==> src/rtl/stopwatch_pkg.sv <==
// stopwatch_pkg
// Shared definitions for the stopwatch display slice.
//   mode_t        : 2-bit stopwatch mode as driven on current_state
//   disp_state_t  : LED display FSM states (steady/chaser display vs alarm flash)
package stopwatch_pkg;

    typedef enum logic [1:0] {
        UP_WAIT   = 2'b00,
        UP_RUN    = 2'b01,
        DOWN_WAIT = 2'b10,
        DOWN_RUN  = 2'b11
    } mode_t;

    typedef enum logic {
        NORMAL = 1'b0,
        ALARM  = 1'b1
    } disp_state_t;

endpackage

==> src/rtl/led_status_tick_gen.sv <==
// tick_gen
// Display-rate prescaler. Counts 0..TICK_DIV-1 and wraps; tick is high for
// the single cycle in which the count sits at its last value.
// Ports:
//   clk     : system clock (rising edge)
//   rst_n   : synchronous active-low reset, clears the count
//   restart : synchronous clear of the count (wins over counting)
//   tick    : one-cycle strobe when count == TICK_DIV-1
module tick_gen #(
    parameter int TICK_DIV = 25_000_000
) (
    input  logic clk,
    input  logic rst_n,
    input  logic restart,
    output logic tick
);

    localparam int CW = $clog2(TICK_DIV);
    localparam logic [CW-1:0] LAST = CW'(TICK_DIV - 1);

    logic [CW-1:0] count_reg;

    always_ff @(posedge clk) begin
        if (!rst_n || restart) begin
            count_reg <= '0;
        end else if (count_reg == LAST) begin
            count_reg <= '0;
        end else begin
            count_reg <= count_reg + 1'b1;
        end
    end

    assign tick = (count_reg == LAST);

endmodule

==> src/rtl/led_status.sv <==
// led_status
// Drives a bank of status LEDs from the stopwatch mode, with an alarm flash
// overlay. Lower half of the bank belongs to "up" modes, upper half to "down".
// Ports:
//   clk           : system clock (rising edge)
//   rst_n         : synchronous active-low reset
//   current_state : stopwatch mode (see stopwatch_pkg::mode_t)
//   alarm_pulse   : request to (re)start the alarm flash; level = request each cycle
//   led           : registered LED drive, 1 = lit
//   alarm_active  : registered, high while the alarm flash runs
module led_status
    import stopwatch_pkg::*;
#(
    parameter int NUM_LEDS      = 4,
    parameter int TICK_DIV      = 25_000_000,
    parameter int ALARM_TOGGLES = 6
) (
    input  logic                clk,
    input  logic                rst_n,
    input  logic [1:0]          current_state,
    input  logic                alarm_pulse,
    output logic [NUM_LEDS-1:0] led,
    output logic                alarm_active
);

    localparam int H  = NUM_LEDS / 2;
    // A single-LED half still needs a one-bit position register.
    localparam int PW = (H > 1) ? $clog2(H) : 1;
    localparam int TW = $clog2(ALARM_TOGGLES + 1);
    localparam logic [PW-1:0] P_LAST   = PW'(H - 1);
    localparam logic [TW-1:0] TOG_LAST = TW'(ALARM_TOGGLES);

    mode_t               mode;
    mode_t               prev_mode_reg;
    disp_state_t         state_reg, state_next;
    logic [PW-1:0]       p_reg, p_next, q_reg, q_next;
    logic [TW-1:0]       tog_reg, tog_next, tog_inc;
    logic [NUM_LEDS-1:0] led_reg, led_next;
    logic                active_reg, active_next;
    logic                mode_change, tick, restart, alarm_exit;
    logic [NUM_LEDS-1:0] low_mask, up_onehot, down_onehot, normal_pattern;

    assign mode        = mode_t'(current_state);
    assign mode_change = (mode != prev_mode_reg);
    assign tog_inc     = tog_reg + 1'b1;

    // Flash ends on the tick that completes the last toggle, unless a fresh
    // request arrives in the same cycle.
    assign alarm_exit = (state_reg == ALARM) && !alarm_pulse && tick && (tog_inc == TOG_LAST);

    // Any entry (including a re-request) or exit realigns the tick phase.
    assign restart = mode_change || alarm_pulse || alarm_exit;

    tick_gen #(
        .TICK_DIV (TICK_DIV)
    ) u_tick_gen (
        .clk     (clk),
        .rst_n   (rst_n),
        .restart (restart),
        .tick    (tick)
    );

    // Chaser positions. They only advance while the display is in NORMAL;
    // a mode change or alarm exit puts them back to their entry values so
    // the pattern always starts fresh.
    always_comb begin
        p_next = p_reg;
        q_next = q_reg;
        if (mode_change || alarm_exit) begin
            p_next = '0;
            q_next = P_LAST;
        end else if ((state_reg == NORMAL) && tick) begin
            if (mode == UP_RUN) begin
                p_next = (p_reg == P_LAST) ? '0 : p_reg + 1'b1;
            end
            if (mode == DOWN_RUN) begin
                q_next = (q_reg == '0) ? P_LAST : q_reg - 1'b1;
            end
        end
    end

    // Per-LED pattern bits: lower half serves up modes, upper half down modes.
    genvar gi;
    generate
        for (gi = 0; gi < NUM_LEDS; gi++) begin : g_led
            if (gi < H) begin : g_low
                assign low_mask[gi]    = 1'b1;
                assign up_onehot[gi]   = (p_next == PW'(gi));
                assign down_onehot[gi] = 1'b0;
            end else begin : g_high
                assign low_mask[gi]    = 1'b0;
                assign up_onehot[gi]   = 1'b0;
                assign down_onehot[gi] = (q_next == PW'(gi - H));
            end
        end
    endgenerate

    always_comb begin
        case (mode)
            UP_WAIT:   normal_pattern = low_mask;
            DOWN_WAIT: normal_pattern = ~low_mask;
            UP_RUN:    normal_pattern = up_onehot;
            default:   normal_pattern = down_onehot;
        endcase
    end

    // Display FSM next-state and LED/flag next values.
    always_comb begin
        state_next = state_reg;
        tog_next   = tog_reg;
        led_next   = led_reg;
        case (state_reg)
            NORMAL: begin
                if (alarm_pulse) begin
                    state_next = ALARM;
                    tog_next   = '0;
                    led_next   = '1;
                end else begin
                    led_next = normal_pattern;
                end
            end
            ALARM: begin
                if (alarm_pulse) begin
                    tog_next = '0;
                    led_next = '1;
                end else if (alarm_exit) begin
                    state_next = NORMAL;
                    tog_next   = '0;
                    led_next   = normal_pattern;
                end else if (tick) begin
                    tog_next = tog_inc;
                    led_next = ~led_reg;
                end
            end
            default: begin
                state_next = NORMAL;
                led_next   = normal_pattern;
            end
        endcase
        active_next = (state_next == ALARM);
    end

    always_ff @(posedge clk) begin
        prev_mode_reg <= mode;
        if (!rst_n) begin
            state_reg  <= NORMAL;
            tog_reg    <= '0;
            led_reg    <= '0;
            active_reg <= 1'b0;
            p_reg      <= '0;
            q_reg      <= P_LAST;
        end else begin
            state_reg  <= state_next;
            tog_reg    <= tog_next;
            led_reg    <= led_next;
            active_reg <= active_next;
            p_reg      <= p_next;
            q_reg      <= q_next;
        end
    end

    assign led          = led_reg;
    assign alarm_active = active_reg;

endmodule

==> config.mk <==
export PLATFORM = sky130hd
export DESIGN_NAME = led_status
export DESIGN_NICKNAME = d
export VERILOG_FILES = /design/src/rtl/stopwatch_pkg.sv /design/src/rtl/led_status_tick_gen.sv /design/src/rtl/led_status.sv
export SDC_FILE = /design/constraint.sdc
export NUM_CORES = 1
export LEC_CHECK = 0
export BUFFER_PORTS_ARGS = -buffer_cell sky130_fd_sc_hd__buf_2
export CAP_MARGIN = 20
export CORE_MARGIN = 2
export CORE_UTILIZATION = 53
export DETAILED_ROUTE_END_ITERATION = 8
export HOLD_SLACK_MARGIN = 0.02
export PLACE_DENSITY_LB_ADDON = 0.05
export SETUP_SLACK_MARGIN = 0.05
export SLEW_MARGIN = 5
export SYNTH_ARGS = -nofsm -noshare
export SYNTH_HDL_FRONTEND = slang
export SYNTH_HIERARCHICAL = 1
export SYNTH_SLANG_ARGS = --single-unit
==> constraint.sdc <==
create_clock -name clk -period 5.1 [get_ports clk]
set_input_delay 1.02 -clock clk [delete_from_list [all_inputs] [get_ports clk]]
set_output_delay 1.02 -clock clk [all_outputs]
set_load 0.005 [all_outputs]
## Yosys cells after proc, flatten, opt, wreduce, memory -nomap -nowiden

Cells that the tools add are included.

| operators by class | value |
|---|---|
| add/subtract/negate cells | 4 |
| equality and inequality tests | 8 |
| muxes and demuxes | 23 |
| bitwise gates (word level) | 4 |
| reduce and logical (&&, ||, !) cells | 13 |

Operators with widths:

| operator | count |
|---|---|
| adder 25 x 1 -> 25 bit, second input constant | 1 |
| == test 25 bit, second input constant | 1 |
| two-way mux 4 bit | 4 |
| two-way mux 3 bit | 4 |
| one-hot mux 4 bit (3 select lines) | 1 |
| two-way mux 1 bit | 11 |
| one-hot mux 4 bit (2 select lines) | 1 |
| one-hot mux 3 bit (2 select lines) | 1 |
| == test 2 bit, second input constant | 2 |
| logical AND 1 bit | 4 |
| logical OR 1 bit | 4 |
| inequality test 4 x 2 -> 1 bit, second input constant | 1 |
| inverter 4 bit | 1 |
| adder 3 x 1 -> 3 bit, second input constant | 1 |
| == test 3 bit, second input constant | 1 |
| inverter 1 bit | 3 |
| == test 2 x 1 -> 1 bit, second input constant | 1 |
| zero test 1 bit | 2 |
| zero test 2 bit | 1 |
| inequality test 2 bit | 1 |
| inequality test 2 bit, second input constant | 1 |
| one-hot mux 1 bit (2 select lines) | 1 |
| AND reduction 2 bit | 1 |
| OR reduction 2 bit | 1 |
| 2 further kinds | 2 |

| word-level totals | value |
|---|---|
| register bits after elaboration | 37 |
| output and inout port bits | 5 |

## Longest topological paths before layout

Gate-level depths: netlist (run 1).

| logic depth | value |
|---|---|
| depth after elaboration | 11 |
| mapped depth | 11 |

## By module

The synthesis (run 1) kept the hierarchy.

Modules (own cells, without submodules):

| module | times used | cells each | area an instance (µm²) | sequential area each (µm²) |
|---|---|---|---|---|
| tick_gen | 1 | 150 | 1,260.0 | 500.5 |
| led_status | 1 | 66 | 594.3 | 240.2 |

## Least setup slack after synthesis (run 1)

OpenSTA, ideal clock, no wires.

| timing path | value |
|---|---|
| kind | register to register |
| from | register u_tick_gen.count_reg[2] |
| to | register u_tick_gen.count_reg[21] |
| setup time | 130 ps |
| arrival time | 2,742 ps |
| data required time | 4,970 ps |
| slack | 2,228 ps |
| cell stages (with the launch flop) | 12 |
| period minus slack after synthesis | 2,872 ps |
| cells stage by stage | dfxtp_1 > and4_1 > clkbuf_1 > nand4_1 > nor4_1 > nand2_4 > or4b_4 > nand3_1 > inv_1 > o311ai_2 > buf_2 > a21oi_1 |

| on the way | value |
|---|---|
| longest elaborated chain between the ends | 6 |
| elaborated cells between the ends (all ways) | 7 |

RTL lines:

| element | RTL line | text |
|---|---|---|
| start, declared | led_status_tick_gen.sv:21 | `logic [CW-1:0] count_reg;` |
| start signal, assigned | led_status_tick_gen.sv:29 | `count_reg <= count_reg + 1'b1;` |
| == test 25 bit | led_status_tick_gen.sv:33 | `assign tick = (count_reg == LAST);` |
| net tick | led_status.sv:40 | `logic mode_change, tick, restart, alarm_exit;` |
| logical AND 1 bit (2 in a row) | led_status.sv:49 | `assign alarm_exit = (state_reg == ALARM) && !alarm_pulse && tick && (tog_inc == TOG_LAST);` |
| logical OR 1 bit | led_status.sv:52 | `assign restart = mode_change \|\| alarm_pulse \|\| alarm_exit;` |
| net restart | led_status.sv:40 |  |
| logical OR 1 bit | led_status_tick_gen.sv:24 | `if (!rst_n \|\| restart) begin` |
| OR reduction 2 bit (no source line) | -- |  |

The timed path passes the listed nets, and every way through them passes these cells.
A chain may end at the register's enable or synchronous reset.

## Final worst setup path (run 1)

| timing path | value |
|---|---|
| from | register u_tick_gen.count_reg[10] |
| to | register u_tick_gen.count_reg[12] |

The elaborated chain is that of the path after synthesis.

==> impl_metrics.ini, run 1 <==
[status]
status = finished clean

[worst_setup_path]
crit_fanout = 24
worstPathArrival_ps = 3290
critical_path_class = reg2reg
start_kind = flop
end_kind = flop
critPathRequiredTime_ps = 5330

[timing]
setup_tns_ps = 0
fin_crit_sh_pct = 59.99
drv_slew = 0
report.final.hold_viol_count = 0
setup_violations = 0
fmax_mhz = 326.8
hold_ws_ps = 491.0
worst_slew_pin_slew_ps = 599.8
relSlewSlack_pct = 59.65
fin_crit_ps = 3060
fin_worst_skew_ps = 6.180
rsz0062_at_grt = false

[synthesis]
synth_cell_types = 41
avgSynthCellArea_um2 = 8.585
synth_cells = 216
ys_seq_elements = 37
synthesis.nets = 224
ys_seq_area_share_pct = 39.95
synth_area_mm2 = 0.001854
yosysWarnings = 6

[final_layout]
final_cell_mix = dfxtp_1, nor2_1, nand2_1, a21oi_1, nand3_1
drive_gt1_share_pct = 12.72
areaGrowthSynthToFinish_pct = 10.12
final_common_cell = dfxtp_1
nets = 235
num_antenna_cells = 0
largest_reg_flops = 25

[die]
core_area_mm2 = 0.003337
die_x_um = 63.15
die_h_um = 63.15
rows = 21
die_area_mm2 = 0.003988
boundaryPins = 10
start_util_pct = 55.57

[clock_network]
cts_tree = yes
htreeDepth = 2
cts.path.max_buffers = 2
cts.sinks = 37
numCtsBuffers = 5
ctsHoldBuffers = 0
cts_root_buffer = clkbuf_4
clkSlewWorstSetupHoldPaths_ps = 110
cts_resized = 0
post-cts-setup-buffers = 0
clkLatencyLatePin_ps = 340

[routing]
drt_wl_total_um = 3774
first_iter_violations = 108
avgViaCountPerCell = 5.792
drc = 0
drt-pass1-iter-count = 4
vias = 1587
wl_per_cell_um = 13.77
route.antenna.remaining_nets = 0

[pwr]
peakVddDrop_v = 0.0001753
power_leakage_nw = 0.6732
pwr_density_cell_mw_per_mm2 = 279.8

[placed_design]
port_buffers = 9
finalWeightedCongestion = 0.8147
hpwl_um = 2829

[grt]
grt_pass1_wl_um = 6782
grt_overflow = 0
grt_pass1_vias = 1540
antenna_found_initial = 0
grt_max_degree = 25
grtUsageTotal_pct = 21.43

[min_path]
worstHoldPathType = reg2reg

[job]
max_cap_violations = 0
==> per-layer routing <==
layer	global-route usage (%)	part of all wire (%)	vias to the layer above
li1	-	-	808
met1	24.89	44	741
met2	37.23	51	34
met3	6.071	4.8	4
met4	8.056	0.98	0
met5	0	0	-
==> cell families after synthesis <==
logic type / Yosys count / share of synthesized area [%]
adder cells (fa/ha/maj): 3 / 2.025
AND/OR/NAND/NOR: 105 / 32.86
buffers and inverters: 16 / 3.441
flip-flops: 37 / 39.95
XOR/XNOR: 19 / 8.974
AO/OA/AOI/OAI: 36 / 12.75
==> synth_stat cells, drive strengths merged <==
library cell | n | area share [%]
xnor2 | 7 | 3.3
nand4b | 3 | 1.4
or4b | 2 | 1.3
nand3 | 14 | 3.8
and4bb | 1 | 0.67
and4 | 6 | 2.8
nor4b | 1 | 0.47
nor2 | 26 | 5.3
buf | 3 | 0.81
inv | 9 | 1.8
o31ai | 2 | 0.81
and2 | 3 | 1.1
or3 | 5 | 1.7
or4 | 5 | 2.2
dfxtp | 37 | 40
nand4 | 10 | 3.7
nor4 | 2 | 0.67
nand2 | 16 | 3.6
o2111ai | 1 | 0.47
xor2 | 12 | 5.7
a31o | 1 | 0.47
o311ai | 1 | 0.88
and3 | 4 | 1.6
a21oi | 16 | 4.5
nand4bb | 1 | 0.61
o21a | 1 | 0.41
o21ai | 7 | 1.9
ha | 3 | 2.0
a311oi | 4 | 1.9
nor2b | 2 | 0.67
o41ai | 3 | 1.4
clkbuf | 4 | 0.81
nor3b | 1 | 0.41
nor3 | 3 | 0.81
==> power by group <==
group | internal (mW) | total [mW] | leakage (nW) | switching, mW
clock | 0.152 | 0.248 | 0.0552 | 0.0963
sequential | 0.294 | 0.298 | 0.300 | 0.00382
combinational | 0.0107 | 0.0256 | 0.318 | 0.0149
total | 0.456 | 0.571 | 0.673 | 0.115
==> through the flow <==
| step | total power, mW | worst slack, ps | instances | util, % | area (um2) |
|---|---|---|---|---|---|
| 2_1_floorplan | 0.3190 | 2228 | 216 | - | 1854 |
| 3_3_place_gp | 0.3293 | 2032 | 265 | 57.97 | 1934 |
| 3_5_place_dp | 0.3301 | 1929 | 265 | 57.97 | 1934 |
| 4_1_cts | 0.5778 | 1913 | 273 | 61.04 | 2037 |
| 5_1_grt | 0.5947 | 1773 | 274 | 61.19 | 2042 |
| 6_report | 0.5713 | 2040 | 274 | 61.19 | 2042 |
==> worst paths after layout <==
path                                  from                       end  slack (ps)  cells past startpoint
hold / removal                  tog_reg[1]                tog_reg[1]         490                      2
hold reg to reg                 tog_reg[1]                tog_reg[1]         490                      2
setup / recovery  u_tick_gen/count_reg[10]  u_tick_gen/count_reg[12]        2040                     10
setup reg to reg  u_tick_gen/count_reg[10]  u_tick_gen/count_reg[12]        2040                     10
==> final cells by class <==
cell class | count | area [um2]
inverter | 9 | 33.78
multi-input combinational | 163 | 1050
fill | 298 | 1295
timing repair buffer | 11 | 57.56
clock buffer | 5 | 37.54
sequential | 37 | 740.7
tap | 46 | 57.56
clock inverter | 3 | 65.06
==> worst max-delay path: stages (launching register included) <==
cell and delay, ps:
dfxtp_1 380, or4_1 560, nor4_1 570, clkbuf_2 260, nand2_4 50, or4b_4 520
nand3_1 100, inv_1 60, o311ai_2 60, buf_4 310, nor2_1 90
(Power assumes the default switching activity.)
==> inputs of run 2 (changes only) <==
==> constraint.sdc (replaced) <==
create_clock -name clk -period 2.8 [get_ports clk]
set_input_delay 0.56 -clock clk [delete_from_list [all_inputs] [get_ports clk]]
set_output_delay 0.56 -clock clk [all_outputs]
set_load 0.005 [all_outputs]
==> impl_metrics.ini, run 2 (synthesis results as in run 1) <==
[status]
status = finished clean

[timing]
relSlewSlack_pct = 60.81
report.final.hold_viol_count = 0
fin_crit_ps = 2588
fin_crit_sh_pct = 92.44
fin_worst_skew_ps = 9.466
hold_ws_ps = 409.0
drv_slew = 0
fmax_mhz = 386.4
worst_slew_pin_slew_ps = 583.4
setup_tns_ps = 0
setup_violations = 0
rsz0062_at_grt = false

[pwr]
p_total_mw = 0.9082
peakVddDrop_v = 0.0002663
pwr_density_cell_mw_per_mm2 = 440.2
power_leakage_nw = 0.6852

[worst_setup_path]
worstRegToRegCells = 9
critPathRequiredTime_ps = 3020
slowest_delay_ps = 580
crit_chain = or4_1 -> nor4_2 -> nand2_4 -> or4b_4 -> nand3_1 -> inv_1 -> o311ai_2 -> buf_12 -> a21oi_1
start_kind = flop
worstReg2RegStart = u_tick_gen/count_reg[10]
worstPathArrival_ps = 2810
r2r_slack_ps = 210
r2r-end = u_tick_gen/count_reg[14]
crit_family = simple AND/OR/NAND/NOR gates
critical_path_class = reg2reg
path_buf_inv = 2
crit_fanout = 24
slowest_stage = or4_1
end_kind = flop

[placed_design]
dpl_cell_area_mm2 = 0.001991
port_buffers = 9
dp.cells = 270
hpwl_um = 2995
finalWeightedCongestion = 0.8167

[grt]
grt_pass1_wl_um = 6982
antenna_found_initial = 0
grt_pass1_vias = 1643
grtUsageTotal_pct = 22.13
grt_max_degree = 25
grt_overflow = 0

[die]
die_area_mm2 = 0.003988
start_util_pct = 55.57
core_area_mm2 = 0.003337
boundaryPins = 10
die_h_um = 63.15
die_x_um = 63.15
rows = 21

[routing]
first_iter_violations = 114
vias = 1621
avgViaCountPerCell = 5.831
drc = 0
wl_per_cell_um = 14.41
route.antenna.remaining_nets = 0
drt-pass1-iter-count = 4
drt_wl_total_um = 4006

[min_path]
hp-start = current_state[1]
min_to = prev_mode_reg[1]
worstHoldPathType = in2reg
hold_path_depth = 1

[clock_network]
clkLatencyLatePin_ps = 330
numCtsBuffers = 5
htreeDepth = 2
cts.sinks = 37
post-cts-setup-buffers = 0
clkSlewWorstSetupHoldPaths_ps = 110
cts.path.max_buffers = 2
cts_root_buffer = clkbuf_4
cts_tree = yes

[final_layout]
drive_gt1_share_pct = 15.09
stdcell_area_mm2 = 0.002063
largest_reg_flops = 25
stdcell_count = 278
final_cell_mix = dfxtp_1, nor2_1, nand2_1, a21oi_1, nand3_1
areaGrowthSynthToFinish_pct = 11.27
final_common_cell = dfxtp_1
nets = 239
num_antenna_cells = 0

[job]
max_cap_violations = 0
==> run 2: cell types whose count changed in the layout (fill, tap and decap cells not counted), sizes merged <==
cell / previous run / this run
bufinv: 2 / 0
clkbuf: 6 / 7
buf: 10 / 15
==> run 2: layer usage <==
metal | up-vias | track usage [%] | share of wire (%)
met2 | 40 | 38.56 | 51
met4 | 0 | 11.94 | 1.5
met3 | 6 | 4.107 | 4.1
met1 | 756 | 25.47 | 44
met5 | - | 0 | 0
li1 | 819 | - | -
==> run 2: area by class of cell <==
| type | instances | area [um2] |
|---|---|---|
| fillers | 314 | 1274 |
| multi-input cells | 163 | 1059 |
| flip-flops and latches | 37 | 740.7 |
| repair buffers | 15 | 102.6 |
| clock buffers | 7 | 65.06 |
| well taps | 46 | 57.56 |
| inverters | 9 | 33.78 |
| clock inverters | 1 | 5.005 |
==> run 2: worst max-delay path by stage <==
stage | from | end | depth (start not counted)
after floorplan | u_tick_gen/count_reg[10] | u_tick_gen/count_reg[21] | 9
after CTS | u_tick_gen/count_reg[10] | u_tick_gen/count_reg[19] | 9
final | u_tick_gen/count_reg[10] | u_tick_gen/count_reg[14] | 9
after global routing | u_tick_gen/count_reg[10] | u_tick_gen/count_reg[22] | 9
after detailed placement | u_tick_gen/count_reg[10] | u_tick_gen/count_reg[14] | 9
after global placement | u_tick_gen/count_reg[15] | u_tick_gen/count_reg[21] | 9
==> run 2: through the flow <==
| stage | utilization, % | worst slack, ps |
|---|---|---|
| after global routing | 61.83 | 65.48 |
| final | 61.83 | 211.8 |
| after floorplan | - | 136.9 |
| after CTS | 61.75 | 213.3 |
| after global placement | 59.66 | 266.5 |
| after detailed placement | 59.66 | 236.0 |
==> run 2: power by group <==
part / total, mW / leakage (nW) / internal (mW) / switching [mW]
Combinational: 0.0490 / 0.344 / 0.0210 / 0.0280
Clock: 0.317 / 0.0413 / 0.146 / 0.171
Sequential: 0.543 / 0.300 / 0.535 / 0.00741
==> run 2: what timing repair did <==
item	in CTS	in global routing
setup endpoints to repair	0	3
gates resized for setup	0	1
hold buffers	0	0
==> inputs of run 3 (changes only) <==
==> constraint.sdc (replaced) <==
create_clock -name clk -period 3 [get_ports clk]
set_input_delay 0.6 -clock clk [delete_from_list [all_inputs] [get_ports clk]]
set_output_delay 0.6 -clock clk [all_outputs]
set_load 0.005 [all_outputs]
==> impl_metrics.ini, run 3 (synthesis results as in run 1) <==
[status]
status = finished clean

[worst_setup_path]
crit_fanout = 24
critPathRequiredTime_ps = 3240
start_kind = flop
worst_path_most_repeated_cell = buf_4
worstReg2RegStart = u_tick_gen/count_reg[2]
worstRegToRegCells = 11
slowest_delay_ps = 520
crit_family = simple AND/OR/NAND/NOR gates
path_buf_inv = 3
end_kind = flop
crit_chain = and4_1 -> nand4_1 -> nor4_1 -> buf_4 -> nand2_4 -> or4b_4 -> nand3_1 -> inv_1 -> o311ai_2 -> buf_4 -> nor2_1
worstPathArrival_ps = 2980
critical_path_class = reg2reg
r2r-end = u_tick_gen/count_reg[13]
slowest_stage = or4b_4
r2r_slack_ps = 250

[clock_network]
cts_root_buffer = clkbuf_4
numCtsBuffers = 5
htreeDepth = 2
clkSlewWorstSetupHoldPaths_ps = 110
post-cts-setup-buffers = 0
ctsHoldBuffers = 0
cts_tree = yes
cts_resized = 0
clkLatencyLatePin_ps = 350
cts.path.max_buffers = 2
cts.sinks = 37

[final_layout]
drive_gt1_share_pct = 13.48
nets = 237
areaGrowthSynthToFinish_pct = 9.312
final_cell_mix = dfxtp_1, nor2_1, nand2_1, a21oi_1, nand3_1
final_common_cell = dfxtp_1
num_antenna_cells = 0
largest_reg_flops = 25

[routing]
drt-pass1-iter-count = 5
first_iter_violations = 96
avgViaCountPerCell = 5.909
drc = 0
drt_wl_total_um = 3911
route.antenna.remaining_nets = 0
vias = 1631
wl_per_cell_um = 14.17

[grt]
grt_pass1_wl_um = 6948
grt_max_degree = 25
grtUsageTotal_pct = 21.84
grt_pass1_vias = 1547
grt_overflow = 0
antenna_found_initial = 0

[timing]
fmax_mhz = 364.0
setup_tns_ps = 0
fin_worst_skew_ps = 10.81
rsz0062_at_grt = false
fin_crit_sh_pct = 91.58
setup_violations = 0
report.final.hold_viol_count = 0
fin_crit_ps = 2748
worst_slew_pin_slew_ps = 547.2
drv_slew = 0
relSlewSlack_pct = 63.24

[job]
max_cap_violations = 0

[die]
rows = 21
core_area_mm2 = 0.003337
die_h_um = 63.15
die_x_um = 63.15
start_util_pct = 55.57
boundaryPins = 10
die_area_mm2 = 0.003988

[min_path]
min_to = prev_mode_reg[1]
worstHoldPathType = in2reg
hp-start = current_state[1]
hold_path_depth = 1

[placed_design]
port_buffers = 9
hpwl_um = 2859
finalWeightedCongestion = 0.8305

[pwr]
intPower_mw = 0.6536
pwr_density_cell_mw_per_mm2 = 420.2
peakVddDrop_v = 0.0002304
power_leakage_nw = 0.6710
p_total_mw = 0.8516
sw_frac_of_total_pct = 23.25
combPwrFrac_pct = 5.2
clock_power_share_pct = 35.3
power_frac_seq_pct = 59.5
switching_power_mw = 0.1980
==> run 3: how the worst max path moves through the flow <==
stage / cells past startpoint / start / slack, ps / end
floorplan: 11 / u_tick_gen/count_reg[2] / 130 / u_tick_gen/count_reg[21]
global placement: 10 / u_tick_gen/count_reg[15] / 330 / u_tick_gen/count_reg[19]
detailed placement: 10 / u_tick_gen/count_reg[10] / 290 / u_tick_gen/count_reg[7]
CTS: 11 / u_tick_gen/count_reg[2] / 250 / u_tick_gen/count_reg[13]
global route: 11 / u_tick_gen/count_reg[2] / 70 / u_tick_gen/count_reg[13]
finish: 11 / u_tick_gen/count_reg[2] / 250 / u_tick_gen/count_reg[13]
==> run 3: cell type report <==
class                   count  area [um2]
fillers                   309        1310
clock buffers               7       65.06
flip-flops and latches     37       740.7
repair buffers             13       75.07
multi-input cells         163        1050
clock inverters             1       5.005
well taps                  46       57.56
inverters                   9       33.78
==> run 3: power by group through the flow <==
stage | registers [mW] | logic, mW | clock network, mW
finish | 0.506 | 0.0444 | 0.301
global route | 0.508 | 0.0507 | 0.328
CTS | 0.506 | 0.0446 | 0.305
detailed placement | 0.518 | 0.0445 | 0
global placement | 0.517 | 0.0428 | 0
floorplan | 0.518 | 0.0248 | 0
==> run 3: worst register-to-register path, delay by kind of cell (launching register included) <==
family / cells / cell delay, ps
and+or+nand+nor: 7 / 1550
buffers and inverters: 3 / 560
DFF: 1 / 460
AOI/OAI and AO/OA: 1 / 60
==> run 3: through the flow <==
stage                     hold slack (ps)  setup WS, ps  cell area [um2]  util, %  cells
after floorplan                     447.6         128.5             1854        -    216
after CTS                           441.7         254.7             2027    60.74    276
after detailed placement            485.4         292.9             1957    58.64    268
final                               444.9         252.5             2027    60.74    276
after global placement              461.0         334.2             1957    58.64    268
after global routing                437.2         68.02             2027    60.74    276
==> run 3: metal layers <==
layer,wire [um],global-route usage (%)
met3,180,4.643
met2,1948,37.77
met4,118,11.67
met1,1663,25.08
met5,0,0
